--- src/rtl/scan_capture.sv ---
// Captures an eight-digit frame from a multiplexed display bus (active-low digit strobes plus BCD value)
// and publishes it atomically once all digits arrived in order without a strobe, sequence or range error.
module scan_capture #(
   parameter int TIMEOUT = 1023
) (
   input  logic        clk,
   input  logic        rst_n,
   input  logic [7:0]  ani_in,
   input  logic [3:0]  bcd_in,
   output logic [31:0] digits_out,
   output logic        frame_valid,
   output logic        locked,
   output logic        seq_err,
   output logic        strobe_err,
   output logic        range_err,
   output logic [7:0]  err_count
);

   localparam int CW = (TIMEOUT < 2) ? 1 : $clog2(TIMEOUT + 1);

   typedef enum logic {S_HUNT, S_CAPTURE} state_t;

   state_t          r_state;
   logic [7:0]      r_ani;
   logic [3:0]      r_bcd;
   logic [3:0]      r_shadow [8];
   logic [2:0]      r_last;
   logic            r_bad;
   logic            r_pub;
   logic [CW-1:0]   r_idle_cnt;

   logic            w_idle;
   logic            w_valid;
   logic [2:0]      w_idx;
   logic [2:0]      w_last_inc;
   logic            w_over9;
   logic            w_same;
   logic            w_next;
   logic            w_seq_nx;
   logic            w_strobe_nx;
   logic            w_range_nx;
   logic [8:0]      w_err_sum;
   logic [31:0]     w_shadow_flat;

   always_comb begin
      w_idx = 3'd0;
      for (int k = 0; k < 8; k++) begin
         if (!r_ani[k]) w_idx = 3'(k);
      end
      for (int k = 0; k < 8; k++) begin
         w_shadow_flat[4*k +: 4] = r_shadow[k];
      end
   end

   assign w_idle      = (r_ani == 8'hFF);
   assign w_valid     = ($countones(~r_ani) == 1);
   assign w_last_inc  = r_last + 3'd1;
   assign w_over9     = (r_bcd > 4'd9);
   assign w_same      = (w_idx == r_last);
   assign w_next      = (w_idx == w_last_inc);

   // Error pulses are decoded combinationally so err_count moves on the same edge as the pulses.
   assign w_strobe_nx = !w_valid && !w_idle;
   assign w_seq_nx    = (r_state == S_CAPTURE) && w_valid && !w_same && !w_next;
   assign w_range_nx  = w_valid && w_over9 &&
                        ((w_idx == 3'd0) || ((r_state == S_CAPTURE) && (w_same || w_next)));
   assign w_err_sum   = {1'b0, err_count} + 9'(w_seq_nx) + 9'(w_strobe_nx) + 9'(w_range_nx);

   always_ff @(posedge clk or negedge rst_n) begin
      if (!rst_n) begin
         r_state     <= S_HUNT;
         r_ani       <= 8'hFF;
         r_bcd       <= 4'd0;
         for (int k = 0; k < 8; k++) r_shadow[k] <= 4'd0;
         r_last      <= 3'd0;
         r_bad       <= 1'b0;
         r_pub       <= 1'b0;
         r_idle_cnt  <= '0;
         digits_out  <= 32'd0;
         frame_valid <= 1'b0;
         locked      <= 1'b0;
         seq_err     <= 1'b0;
         strobe_err  <= 1'b0;
         range_err   <= 1'b0;
         err_count   <= 8'd0;
      end else begin
         r_ani       <= ani_in;
         r_bcd       <= bcd_in;
         r_pub       <= 1'b0;
         frame_valid <= r_pub;
         seq_err     <= w_seq_nx;
         strobe_err  <= w_strobe_nx;
         range_err   <= w_range_nx;
         err_count   <= (w_err_sum > 9'd255) ? 8'hFF : w_err_sum[7:0];

         // A completed clean frame always leaves the FSM in HUNT, so nothing below overrides locked here.
         if (r_pub) begin
            digits_out <= w_shadow_flat;
            locked     <= 1'b1;
         end

         case (r_state)
            S_HUNT: begin
               r_idle_cnt <= '0;
               if (w_valid && w_idx == 3'd0) begin
                  r_shadow[0] <= r_bcd;
                  r_last      <= 3'd0;
                  r_bad       <= w_over9;
                  r_state     <= S_CAPTURE;
               end
            end
            S_CAPTURE: begin
               if (w_valid) begin
                  r_idle_cnt <= '0;
                  if (w_same) begin
                     r_shadow[w_idx] <= r_bcd;
                     r_bad           <= r_bad | w_over9;
                  end else if (w_next) begin
                     r_shadow[w_idx] <= r_bcd;
                     r_bad           <= r_bad | w_over9;
                     r_last          <= w_idx;
                     if (w_idx == 3'd7) begin
                        r_state <= S_HUNT;
                        if (r_bad || w_over9) locked <= 1'b0;
                        else                  r_pub  <= 1'b1;
                     end
                  end else begin
                     locked <= 1'b0;
                     if (w_idx == 3'd0) begin
                        r_shadow[0] <= r_bcd;
                        r_last      <= 3'd0;
                        r_bad       <= w_over9;
                     end else begin
                        r_state <= S_HUNT;
                     end
                  end
               end else if (w_idle) begin
                  if (r_idle_cnt == CW'(TIMEOUT - 1)) begin
                     r_idle_cnt <= '0;
                     r_state    <= S_HUNT;
                     locked     <= 1'b0;
                  end else begin
                     r_idle_cnt <= r_idle_cnt + 1'b1;
                  end
               end else begin
                  locked  <= 1'b0;
                  r_state <= S_HUNT;
               end
            end
            default: r_state <= S_HUNT;
         endcase
      end
   end

endmodule

--- config.mk ---
export PLATFORM = sky130hd
export DESIGN_NAME = scan_capture
export DESIGN_NICKNAME = d
export VERILOG_FILES = /design/src/rtl/scan_capture.sv
export SDC_FILE = /design/constraint.sdc
export NUM_CORES = 1
export LEC_CHECK = 0
export CORE_UTILIZATION = 55
export DETAILED_ROUTE_END_ITERATION = 12
export GPL_TIMING_DRIVEN = 1
export PLACE_DENSITY = 0.81
export REMOVE_ABC_BUFFERS = 1
export SLEW_MARGIN = 20
export SYNTH_ARGS = -nofsm -noshare
export SYNTH_HDL_FRONTEND = slang
export SYNTH_SLANG_ARGS = --single-unit
--- constraint.sdc ---
create_clock -name clk -period 6.5 [get_ports clk]
set_clock_uncertainty 0.1 [all_clocks]
set_input_delay 0.975 -clock clk [delete_from_list [all_inputs] [get_ports clk]]
set_output_delay 0.975 -clock clk [all_outputs]
set_load 0.01 [all_outputs]
Yosys cells after proc, flatten, opt, wreduce, memory -nomap -nowiden:

Index checks and enable logic that the tools add are counted.

* input port bits: 14
* bits in registers: 105

* $add $sub $neg: 12
* $lt $le $gt $ge: 4
* reductions and logical operators: 21
* equal/unequal tests: 12
* bitwise operators: 4
* muxes and demuxes: 58

Operators by type and width (number)
* 2-to-1 mux 32 bit: 2
* bitwise mux 32 bit: 1
* 2-to-1 mux 10 bit: 3
* 2-to-1 mux 1 bit: 29
* 2-to-1 mux 28 bit: 1
* 2-to-1 mux 3 bit: 9
* case mux 10 bit (2 select lines): 1
* adder 9 x 1 -> 9 bit: 2
* 2-to-1 mux 4 bit: 4
* demux 4 bit (select 3 bit): 1
* adder 10 x 1 -> 10 bit, second input constant: 1
* == test 10 bit, second input constant: 1
* adder 8 x 1 -> 9 bit: 1
* > comparator 9 x 8 -> 1 bit, second input constant: 1
* logical AND 1 bit: 9
* adder 1 x 1 -> 2 bit: 4
* == test 8 bit, second input constant: 1
* 2-to-1 mux 8 bit: 1
* NOT 8 bit: 1
* case mux 4 bit (2 select lines): 1
* adder 2 x 2 -> 3 bit: 2
* == test 3 bit: 2
* != test 3 x 1 -> 1 bit, second input constant: 2
* case mux 3 bit (2 select lines): 1
* other kinds (21): 30

Longest topological paths before layout:

Gate-level depths: netlist of the first run.

* depth in word-level cells: 17
* depth in mapped cells: 19
* depth with buffers taken out: 18

Worst setup path after synthesis of the first run:

No wires, ideal clock.

* kind: register to register
* start: register r_ani[3]
* end: register err_count[6]
* library setup time: 0.145 ns
* arrival time: 4.844 ns
* path slack: 1.411 ns
* data required time: 6.255 ns
* stages on the path, launching flop included: 20
* cell sequence: dfstp_2 > fa_1 > inv_1 > fa_1 > fa_1 > ha_1 > inv_1 > fa_1 > or3b_1 > o31ai_2 > clkbuf_1 > nand2_1 > a21oi_1 > fa_1 > ha_1 > inv_1 > fa_1 > inv_1 > a31oi_1 > a41oi_1

* cells in the longest elaborated chain, start to end: 14

Ends and longest elaborated chain
* from (decl): line 24 `logic [7:0] r_ani;`
* from (signal assigned): line 87 `r_ani <= ani_in;`
* parallel branches: the longest is 8 deep, another holds adder 3 x 3 -> 4 bit
* logical AND 1 bit *: line 64 `assign w_seq_nx = (r_state == S_CAPTURE) && w_valid && !w_same && !w_next;`
* via w_seq_nx: line 39 `logic w_seq_nx;`
* adder 8 x 1 -> 9 bit *: line 67 `assign w_err_sum = {1'b0, err_count} + 9'(w_seq_nx) + 9'(w_strobe_nx) + 9'(w_range_nx);`
* adder 9 x 1 -> 9 bit * (2 in a row): line 67
* > comparator 9 x 8 -> 1 bit: line 94 `err_count <= (w_err_sum > 9'd255) ? 8'hFF : w_err_sum[7:0];`
* 2-to-1 mux 8 bit *: line 94
* to (signal assigned): line 94
* to (decl): line 16 `output logic [7:0] err_count`

Mark *: on every way through the listed nets, which the timed path passes.
A chain may end at the register's enable or synchronous reset.

Final worst setup path of the first run:

Same ends and word-level chain as after synthesis.

==> Implementation_results.wiki, run 1 <==
{| class="wikitable"
! Metric !! Value
|-
| Total iterations of the first detailed-routing run || 4
|-
| RePlAce Congestion || 0.888
|-
| Wire length after detailed routing || 8890 um
|-
| Clock sink total || between 100 and 150
|-
| Worst-case vdd ir drop || 181 uV
|-
| Worst relative slew slack || 29.6%
|-
| Routed WL per cell || 16.4 um
|-
| Slowest cell delay on critical path || between 500 and 600 ps
|-
| Register bit total from synthesis || 105
|-
| Top cells by area, synth || dfrtp_1, mux2_2, mux2_1
|-
| Iter 0 DRT Violations || between 100 and 150
|-
| # H-tree levels || 3
|-
| Via count of the first global-routing pass || 2,964
|-
| Number of max-cap violations || 0
|-
| Maximum operating frequency || 190 MHz
|-
| Clk pin slew, worst setup/hold paths || around 100 ps
|-
| Post-synth design cell area || 4750 sq um
|-
| Total of endpoints with negative setup slack in the final report || 0
|-
| Worst setup path category || flip-flop to flip-flop
|-
| Number of max-slew violations in the final report || 0
|-
| Resized Gates After CTS || 0
|-
| Die outline area || 9020 sq um
|-
| Worst skew pair latency || around 370 ps
|-
| Power density normalized to cell area || 247 nW/um^2
|-
| Area Overhead vs Synth || 18.9%
|-
| Endpoint type of the worst setup path || flip-flop
|-
| Cell area after placement || 5440 sq um
|-
| Overflow left after global routing || 0
|-
| Share of the yosys chip area belonging to registers || 55.5%
|-
| Layout cells sized above 1 || about 18%
|-
| DIE HEIGHT || 95.0 um
|-
| Design area || 5650 sq um
|-
| Count of flip-flops with a built-in enable after synthesis || 0
|-
| DP HPWL || around 6300 um
|-
| Largest net degree at the start of global routing || 60
|-
| Setup crit start kind || flip-flop
|-
| Final-stage net count || 461
|-
| Slowest cell on crit path || dfstp_2
|-
| Number of ports placed on the die boundary || 59
|-
| Total track usage || 21.7%
|-
| Number of buffers created by CTS || 9
|-
| Starting density of the core || 57.3%
|-
| Cell type contributing the most total cell area after synthesis || dfrtp_1
|-
| Count of antenna-violating nets left after detailed routing || 0
|-
| Via density || 5.75
|-
| Min-Delay Startpoint || r_idle_cnt[9]$_DFFE_PN0P_
|-
| DRC viols || 0
|-
| Worst min-delay path class || flip-flop to flip-flop
|-
| Number of hold buffers added after CTS || 0
|-
| Critical Path Most Common Cell || fa_1
|-
| Number of antenna violations at the first check in global routing || 0
|-
| Outcome || finished, final reports clean
|-
| Most instantiated flip-flop cell in the synthesis netlist || dfrtp_1
|-
| Die X || 95.0 um
|-
| Min Clock Period, post-route || ~5300 ps
|-
| Worst path required time || 6630 ps
|-
| Critical path data arrival time || roughly 5400 ps
|-
| Area of the placeable core || 8300 sq um
|-
| Worst r2r src || r_ani[3]$_DFF_PN1_
|-
| RSZ-0062 raised after global routing || no
|-
| Antenna cell count || 0
|-
| Fin Setup TNS || 0 ps
|-
| Maximum root-to-sink buffer count || 2
|-
| Proportion of netlist area held by the largest area contributor || 51.1%
|-
| Yosys warning count || 0
|-
| Ratio of final minimum period to clock period || 80.9%
|-
| Vias after detailed routing || slightly above 3,000
|-
| Avg Cell Area, Syn || 12.8 sq um
|-
| Clock tree from TritonCTS || built
|-
| Leakage power total || 0.00263 uW
|-
| Cell at the root of the clock tree || clkbuf_8
|-
| Setup bufs post-CTS || 0
|-
| Async set-reset flop share out of synthesis || 100%
|-
| Core Rows || 33
|-
| Origin of the worst setup path || r_ani[3]$_DFF_PN1_
|-
| Largest fanout on the critical path || 13
|-
| Final Hold Fails || 0
|-
| Number of cells produced by synthesis || 371
|-
| Total of buffers placed on input and output ports || 58
|-
| Distinct cell type count of the synthesized netlist || 54
|-
| Cells traversed along the worst timing path || fa_1, inv_1, fa_1, fa_1, ha_1, inv_1, fa_1, or3b_1, o31ai_2, buf_4, nand2_1, a21oi_1, fa_1, ha_1, inv_1, fa_1, inv_1, a31oi_1, a41oi_1
|-
| Worst Tran Pin Value || 1050 ps
|-
| Wire length of the first global-routing pass || 14,800 um
|}
## final timing paths
| check | endpoint | slack (ps) | cells after the start |
|---|---|---|---|
| max in group asynchronous | err_count[2]$_DFF_PN0_ | 4660 | 2 |
| min in group asynchronous | digits_out[12]$_DFFE_PN0P_ | 500 | 1 |
| worst max register to register | err_count[6]$_DFF_PN0_ | 1240 | 19 |
| worst max-delay path | err_count[6]$_DFF_PN0_ | 1240 | 19 |
| worst min register to register | r_idle_cnt[9]$_DFFE_PN0P_ | 380 | 1 |
| worst min-delay path | r_idle_cnt[9]$_DFFE_PN0P_ | 380 | 1 |
## final cells by class
cell class                 instances  area [sq um]
multi-input combinational        237          2000
tap                              105           131
fill                             607          2650
clock inverter                     5          86.3
timing repair buffer              61           601
clock buffer                      10           128
inverter                          18          67.6
sequential                       105          2640
## worst max-delay path, delay by kind of cell, from the launching register on
kind / cells / cell delay, ps
adder cells (fa/ha/maj): 8 / 2790
flip-flops: 1 / 590
buffers and inverters: 5 / 520
AND/OR/NAND/NOR: 2 / 480
AO/OA/AOI/OAI: 4 / 630
## per-stage QoR
stage               utilization, %  setup slack, ps  cells  total power, uW  hold slack, ps
detailed placement            65.5             1270    526              969             357
global placement              65.5             1450    526              959             354
floorplan                        -             1390    360              857             331
finish                        68.1             1240    541             1400             382
global route                  68.1              952    541             1470             405
CTS                           68.1             1250    541             1410             374
## kinds of logic after synthesis
logic type / Yosys count / share of synthesized area (%)
adder cells (fa/ha/maj): 15 / 4.90
AO/OA/AOI/OAI: 59 / 8.27
flip-flops: 105 / 55.5
XOR/XNOR: 3 / 0.553
buffers and inverters: 29 / 2.40
AND/OR/NAND/NOR: 94 / 12.7
multiplexers: 66 / 15.7
## layer usage
metal,vias up,track usage [%],part of all wire (%)
met3,15,5.31,3.8
met2,87,33.6,48
li1,1460,-,-
met4,0,6.44,1.5
met1,1548,30.2,46
met5,-,0,0
## synthesized netlist by cell type, types with 2 or more instances
master / n
a21oi_1: 10
o22ai_1: 2
o21a_1: 2
and3_1: 4
clkbuf_1: 9
nand4_4: 4
nor2b_1: 4
nand2b_1: 5
nor2_1: 13
nor3_1: 4
nand4_1: 5
inv_1: 17
mux2_2: 36
dfrtp_1: 97
nor4_1: 4
dfstp_2: 8
nand3b_1: 2
nand2_1: 26
fa_1: 6
ha_1: 9
and2_1: 5
o21ai_0: 15
a31oi_1: 9
xor2_1: 2
a41oi_1: 2
nand4b_1: 2
o21ai_1: 7
and4_1: 6
mux2_1: 28
nand3_1: 4
## power breakdown
group          total [uW]  internal (uW)  leakage (uW)  switching (uW)
clock network         437            219      0.000108             218
registers             726            689       0.00141            37.0
logic                 233            113       0.00111             120
total                1400           1020       0.00263             375
## layout by cell type (no fill, tap or decap), drive strengths merged, types with 5 or more instances in the layout
cell / n
fa: 6
o21ai: 22
nand4: 9
inv: 21
nand2: 26
and4: 7
clkdlybuf4s50: 57
dfrtp: 97
nand3: 5
a21oi: 10
and2: 5
ha: 9
mux2: 65
clkbuf: 10
nand2b: 5
dfstp: 8
nor2: 13
a31oi: 9
Note: power is estimated with default switching activity, not from simulation.
==> run 2, diff against run 1 <==
Settings changed: CORE_UTILIZATION 55 to 50, PLACE_DENSITY 0.81 to 0.78.
Clock period 6.5 ns to 4.35 ns, I/O delays scaled along.
==> run 2 against run 1 <==
- the run now ends with negative setup slack left
- wire length increased by 3.6%
- utilization decreased by 4.2 points
- combinational power increased by 70%
- register-to-register slack got worse by 1700 ps
- count of clock-buffer cells in the layout unchanged
- critical path depth decreased by 1
- worst hold slack got worse by 7.5 ps
- via count increased by 3.2%
- global-route usage decreased by 1.3 points
- clock power increased by 36%
- critical path type unchanged
==> Implementation_results.wiki, run 2 (same netlist as run 1, synthesis figures left out) <==
{| class="wikitable"
! Metric !! Value
|-
| Fillers || 728 (+20%)
|-
| Most common library cell in the layout ignoring fill and taps || dfrtp_1
|-
| Area Overhead vs Synth || 24.2%
|-
| Count of antenna-violating nets left after detailed routing || 0 (unchanged)
|-
| Largest net degree at the start of global routing || 48 (-20%)
|-
| FF/Latch Area || 2640 sq um (unchanged)
|-
| Routed WL per cell || 15.7 um (-4.6%)
|-
| Worst skew pair latency || 370 ps (about the same)
|-
| Endpoint type of the worst setup path || flip-flop
|-
| Wire length of the first global-routing pass || 15,600 um (+5.6%)
|-
| RSZ-0062 raised after global routing || yes
|-
| Largest fanout on the critical path || 4 (-9)
|-
| Core Util, Final || 63.9% (-4.2 points)
|-
| Min-Delay Startpoint || r_idle_cnt[6]$_DFFE_PN0P_
|-
| DRC viols || 0 (unchanged)
|-
| Total iterations of the first detailed-routing run || 4 (unchanged)
|-
| Cell at the root of the clock tree || clkbuf_8
|-
| Area of the placeable core || 9240 sq um (+11%)
|-
| Worst min-delay path class || flip-flop to flip-flop
|-
| Number of cell instances on the worst register-to-register path || 18 (-1)
|-
| Number of buffers created by CTS || 9 (unchanged)
|-
| Clock sink total || 105 (unchanged)
|-
| Die outline area || 9900 sq um (+9.8%)
|-
| Number of max-slew violations in the final report || 0 (unchanged)
|-
| Cell depth of the worst min-delay path || 1 (unchanged)
|-
| Total of buffers placed on input and output ports || 58 (unchanged)
|-
| Die X || 99.5 um (+4.8%)
|-
| Slack of the worst reg-to-reg path || -480 ps (-1730 ps)
|-
| Design Power || 2070 uW (+49%)
|-
| Leakage power total || 0.00273 uW (+3.7%)
|-
| # H-tree levels || 3 (unchanged)
|-
| Antenna cell count || 0 (unchanged)
|-
| Total of endpoints with negative setup slack in the final report || 36 (+36)
|-
| Wire length after detailed routing || 9210 um (+3.6%)
|-
| Worst relative slew slack || 61.8% (+32 points)
|-
| Power density normalized to cell area || 351 nW/um^2 (+42%)
|-
| Starting density of the core || 51.4% (-5.8 points)
|-
| Worst r2r src || r_ani[1]$_DFF_PN1_
|-
| Maximum operating frequency || 207 MHz (+8.8%)
|-
| Violated checks || negative setup slack
|-
| Overflow left after global routing || 0 (unchanged)
|-
| Setup crit start kind || flip-flop
|-
| Worst setup path category || flip-flop to flip-flop
|-
| Setup slack of the critical path after layout || -482 ps (-1730 ps)
|-
| Core Rows || 35 (+6.1%)
|-
| Hold worst-path end || r_idle_cnt[6]$_DFFE_PN0P_
|-
| Vias after detailed routing || 3,208 (+3.2%)
|-
| Clock tree from TritonCTS || built
|-
| Clk pin slew, worst setup/hold paths || 100 ps (about the same)
|-
| Reg-to-reg endpoint || err_count[6]$_DFF_PN0_
|-
| Maximum root-to-sink buffer count || 2 (unchanged)
|-
| Total track usage || 20.3% (-1.3 points)
|-
| Combined area of the multi-input logic cells || 2070 sq um (+3.2%)
|-
| Iter 0 DRT Violations || 103 (-23%)
|-
| RePlAce Congestion || 0.892 (+0.46%)
|-
| Worst path required time || 4490 ps (-2140 ps)
|-
| DIE HEIGHT || 99.5 um (+4.8%)
|-
| Worst-case vdd ir drop || 277 uV (+53%)
|-
| Worst Tran Pin Value || 573 ps (-475 ps)
|-
| Min Clock Period, post-route || 4830 ps (-424 ps)
|-
| Via density || 5.46 (-5.1%)
|-
| Commonest cells after routing, fill and taps aside || dfrtp_1, clkdlybuf4s50_1, mux2_2
|-
| Via count of the first global-routing pass || 3,255 (+9.8%)
|-
| Outcome || complete, but fails checks
|-
| Final Hold Fails || 0 (unchanged)
|-
| Critical path data arrival time || 4980 ps (-410 ps)
|-
| Ratio of final minimum period to clock period || 111% (+30 points)
|-
| Number of antenna violations at the first check in global routing || 0 (unchanged)
|-
| Final-stage net count || 483 (+4.8%)
|-
| DP HPWL || 6460 um (+2.7%)
|-
| Number of ports placed on the die boundary || 59 (unchanged)
|-
| Layout cells sized above 1 || 25.9% (+8.3 points)
|-
| Number of max-cap violations || 0 (unchanged)
|}
## run 2: changes by cell type in the layout (fill, tap and decap cells not counted), moves of 3 or more
cell     change
inv_1        -4
buf_4       +20
inv_6        -3
inv_2        +4
a21oi_1      -3
## run 2: cell type report
class / instances / share of cell area (%)
Inverter: 18 / 1.14
Clock inverter: 6 / 1.06
Clock buffer: 10 / 2.33
Tap cell: 129 / 2.73
Multi-Input combinational cell: 237 / 35.0
Timing Repair Buffer: 83 / 13.1
Sequential cell: 105 / 44.7
## run 2: through the flow
step | std cells | hold WS, ps | cell area [sq um] | setup TNS, ps | setup slack [ps]
global placement | 567 | 348 | 5600 | -6670 | -564
floorplan | 360 | 257 | 4710 | -13300 | -760
CTS | 585 | 379 | 5860 | -7640 | -500
detailed placement | 567 | 361 | 5600 | -9760 | -681
finish | 588 | 375 | 5900 | -6290 | -482
global route | 588 | 414 | 5900 | -12910 | -714
## run 2: critical path: stages (launching register included)
cell     delay (ps)
dfstp_2         560
fa_1            420
inv_2            60
fa_1            410
fa_1            500
ha_2            180
inv_2            40
fa_2            330
or3b_4          410
o31ai_4         240
nand2_2         120
a21oi_4         150
fa_1            420
ha_2            200
inv_2            50
fa_2            200
inv_2            70
a31oi_2         170
a41oi_1          60
## run 2: worst max path at each step
stage | startpoint | to | slack, ps | cells after the start
after floorplan | r_ani[3]$_DFF_PN1_ | err_count[6]$_DFF_PN0_ | -760 | 18
after global placement | r_ani[1]$_DFF_PN1_ | err_count[6]$_DFF_PN0_ | -560 | 18
after detailed placement | r_ani[1]$_DFF_PN1_ | err_count[6]$_DFF_PN0_ | -680 | 18
after CTS | r_ani[1]$_DFF_PN1_ | err_count[6]$_DFF_PN0_ | -500 | 18
after global routing | r_ani[1]$_DFF_PN1_ | err_count[6]$_DFF_PN0_ | -710 | 18
final | r_ani[1]$_DFF_PN1_ | err_count[6]$_DFF_PN0_ | -480 | 18
## run 2: routing by layer
layer  part of all wire (%)  GRT usage (%)
met1                     46           27.4
met2                     48           32.3
met3                    4.0           5.27
met4                    1.4           6.67
met5                      0              0
## run 2: power by group
group	switching, uW	internal, uW	total [uW]
sequential	55.8	1030	1080
combinational	198	198	396
clock	356	237	593
## run 2: what timing repair did
item	in CTS	in global routing
gates resized for setup	14	9
pin swaps	12	7
hold buffers	1	0
endpoints found under the hold margin	13	0
endpoints found under the setup margin	39	49
buffers inserted	2	4
==> run 3, diff against run 2 <==
Settings changed: CORE_UTILIZATION 50 to 55, PLACE_DENSITY 0.78 to 0.81.
Clock period 4.35 ns to 5.2 ns, I/O delays scaled along.
==> run 3 against run 2 <==
- the run now ends clean
- final area decreased by 3.8%
- fmax decreased by 2.4%
- first-iteration DRC count decreased by 4.9%
- die area fell by 8.9%
- combinational power down 22%
- utilization grew 4.5 points
- power down 20%
- via count down 3.1%
- non-clock buffer count decreased by 16
- count of clock-buffer cells in the layout is the same
- sequential power shrank 16%
- highest routed layer unchanged
==> Implementation_results.wiki, run 3 (same netlist as run 1, synthesis figures left out) <==
{| class="wikitable"
! Metric !! Value
|-
| Number of ports placed on the die boundary || 59 (unchanged)
|-
| RePlAce Congestion || 0.909 (+1.9%)
|-
| Worst setup path category || flip-flop to flip-flop
|-
| Via density || 5.67 (+4.0%)
|-
| Maximum operating frequency || 202 MHz (-2.4%)
|-
| Die X || 95.0 um (-4.6%)
|-
| Total iterations of the first detailed-routing run || 4 (unchanged)
|-
| Largest net degree at the start of global routing || 58 (+21%)
|-
| Overflow left after global routing || 0 (unchanged)
|-
| Combined area of the multi-input logic cells || 2030 sq um (-1.8%)
|-
| Worst min-delay path class || input port to asynchronous set/reset pin
|-
| Area of the placeable core || 8300 sq um (-10%)
|-
| Starting density of the core || 57.3% (+5.8 points)
|-
| DIE HEIGHT || 95.0 um (-4.6%)
|-
| Number of cell instances on the worst register-to-register path || 18 (unchanged)
|-
| Fin Setup TNS || 0 ps (+6290 ps)
|-
| Count of antenna-violating nets left after detailed routing || 0 (unchanged)
|-
| Hold Worst Slack || 294 ps (-80.7 ps)
|-
| Critical path data arrival time || 5090 ps (+110 ps)
|-
| Number of antenna violations at the first check in global routing || 0 (unchanged)
|-
| Number of max-cap violations || 0 (unchanged)
|-
| Endpoint type of the worst setup path || flip-flop
|-
| Final cell count without fillers || 548 (-6.8%)
|-
| Cell count after placement || 529 (-6.7%)
|-
| Worst-case vdd ir drop || 263 uV (-5.2%)
|-
| Clock tree from TritonCTS || built
|-
| Worst relative slew slack || 53.1% (-8.8 points)
|-
| Total of endpoints with negative setup slack in the final report || 0 (-100%)
|-
| Largest fanout on the critical path || 5 (+1)
|-
| Leakage power total || 0.00264 uW (-3.3%)
|-
| Final-stage net count || 467 (-3.3%)
|-
| Total of buffers placed on input and output ports || 58 (unchanged)
|-
| Maximum root-to-sink buffer count || 2 (unchanged)
|-
| Reg-to-reg endpoint || err_count[6]$_DFF_PN0_
|-
| Wire length after detailed routing || 8980 um (-2.5%)
|-
| Origin of the worst setup path || r_ani[3]$_DFF_PN1_
|-
| Number of buffers created by CTS || 9 (unchanged)
|-
| Most common library cell in the layout ignoring fill and taps || dfrtp_1
|-
| Clk pin slew, worst setup/hold paths || 100 ps (about the same)
|-
| Commonest cells after routing, fill and taps aside || dfrtp_1, clkdlybuf4s50_1, mux2_2
|-
| Setup crit start kind || flip-flop
|-
| Layout cells sized above 1 || 20.3% (-5.6 points)
|-
| Ratio of final minimum period to clock period || 95.2% (-16 points)
|-
| RSZ-0062 raised after global routing || no
|-
| DRC viols || 0 (unchanged)
|-
| Die outline area || 9020 sq um (-8.9%)
|-
| Slack of the worst reg-to-reg path || 250 ps (+730 ps)
|-
| Antenna cell count || 0 (unchanged)
|-
| Number of hold buffers added after CTS || 0 (-1)
|-
| Outcome || finished, final reports clean
|-
| Clock sink total || 105 (unchanged)
|-
| Iter 0 DRT Violations || 98 (-4.9%)
|-
| Worst r2r src || r_ani[3]$_DFF_PN1_
|-
| Worst path required time || 5340 ps (+850 ps)
|-
| Worst skew pair latency || 370 ps (about the same)
|-
| Power density normalized to cell area || 293 nW/um^2 (-17%)
|-
| Via count of the first global-routing pass || 3,209 (-1.4%)
|-
| Final Hold Fails || 0 (unchanged)
|-
| Routed WL per cell || 16.4 um (+4.6%)
|-
| Fillers || 586 (-20%)
|-
| FF/Latch Area || 2640 sq um (unchanged)
|-
| # H-tree levels || 3 (unchanged)
|-
| Area Overhead vs Synth || 19.5%
|-
| Cell at the root of the clock tree || clkbuf_8
|-
| Core Rows || 33 (-5.7%)
|-
| Design Power || 1660 uW (-20%)
|-
| DP HPWL || 6330 um (-2.0%)
|-
| Number of max-slew violations in the final report || 0 (unchanged)
|-
| Total track usage || 22.7% (+2.4 points)
|-
| Vias after detailed routing || 3,109 (-3.1%)
|-
| Min Clock Period, post-route || 4950 ps (+120 ps)
|-
| Worst Tran Pin Value || 704 ps (+132 ps)
|-
| Wire length of the first global-routing pass || 15,500 um (-0.79%)
|}
run 3: changes by cell type in the layout (fill, tap and decap cells not counted), sizes merged:
cell / change
dlygate4sd3: -1
buf: -15
inv: -1
clkinv: +1
run 3: worst max-delay path, stage by stage, from the launching register on:
cell and delay (ps):
dfstp_2 580, fa_1 410, inv_1 80, fa_1 420
fa_1 520, ha_1 160, inv_1 50, fa_2 330
or3b_4 410, o31ai_4 210, nand2_1 120, a21oi_2 190
fa_1 440, ha_2 200, inv_1 70, fa_2 220
inv_1 90, a31oi_1 180, a41oi_1 60
run 3: stage by stage:
| stage | worst slack [ps] | instance area (sq um) | utilization (%) |
|---|---|---|---|
| floorplan | 89.8 | 4710 | - |
| global placement | 245 | 5460 | 65.8 |
| detailed placement | 43.8 | 5460 | 65.8 |
| CTS | 21.7 | 5630 | 67.9 |
| global route | 39.4 | 5680 | 68.4 |
| finish | 248 | 5680 | 68.4 |
run 3: where the power goes:
group / total [uW] / internal, uW / switching [uW] / leakage (uW)
Clock: 450 / 175 / 275 / 0.0000827
Sequential: 908 / 861 / 47.4 / 0.00141
Combinational: 307 / 148 / 158 / 0.00114
run 3: how the worst max path moves through the flow:
stage          cells past startpoint  slack (ps)                endpoint
6_report                          18         250  err_count[6]$_DFF_PN0_
5_1_grt                           18          40  err_count[6]$_DFF_PN0_
4_1_cts                           18          20  err_count[6]$_DFF_PN0_
3_5_place_dp                      18          40  err_count[6]$_DFF_PN0_
3_3_place_gp                      18         250  err_count[6]$_DFF_PN0_
2_1_floorplan                     18          90  err_count[6]$_DFF_PN0_
run 3: routing by layer:
layer | wire length [um] | GRT usage [%] | share of wire, % | vias up
met3 | 366 | 4.59 | 4.1 | 10
met2 | 4380 | 36.3 | 49 | 72
met1 | 4150 | 30.7 | 46 | 1558
li1 | - | - | - | 1469
met5 | 0 | 0 | 0 | -
met4 | 76 | 8.84 | 0.85 | 0
run 3: layout make-up:
| type | count | share of cell area [%] |
|---|---|---|
| Clock buffer | 10 | 2.25 |
| Clock inverter | 6 | 0.749 |
| Inverter | 18 | 1.19 |
| Multi-Input combinational cell | 237 | 35.7 |
| Sequential cell | 105 | 46.4 |
| Tap cell | 105 | 2.31 |
| Timing Repair Buffer | 67 | 11.4 |
run 3: repair_timing:
action / CTS / global route
gates resized for setup: 0 / 7
buffers inserted: 0 / 3
hold endpoints to repair: 0 / 0
setup endpoints to repair: 0 / 8
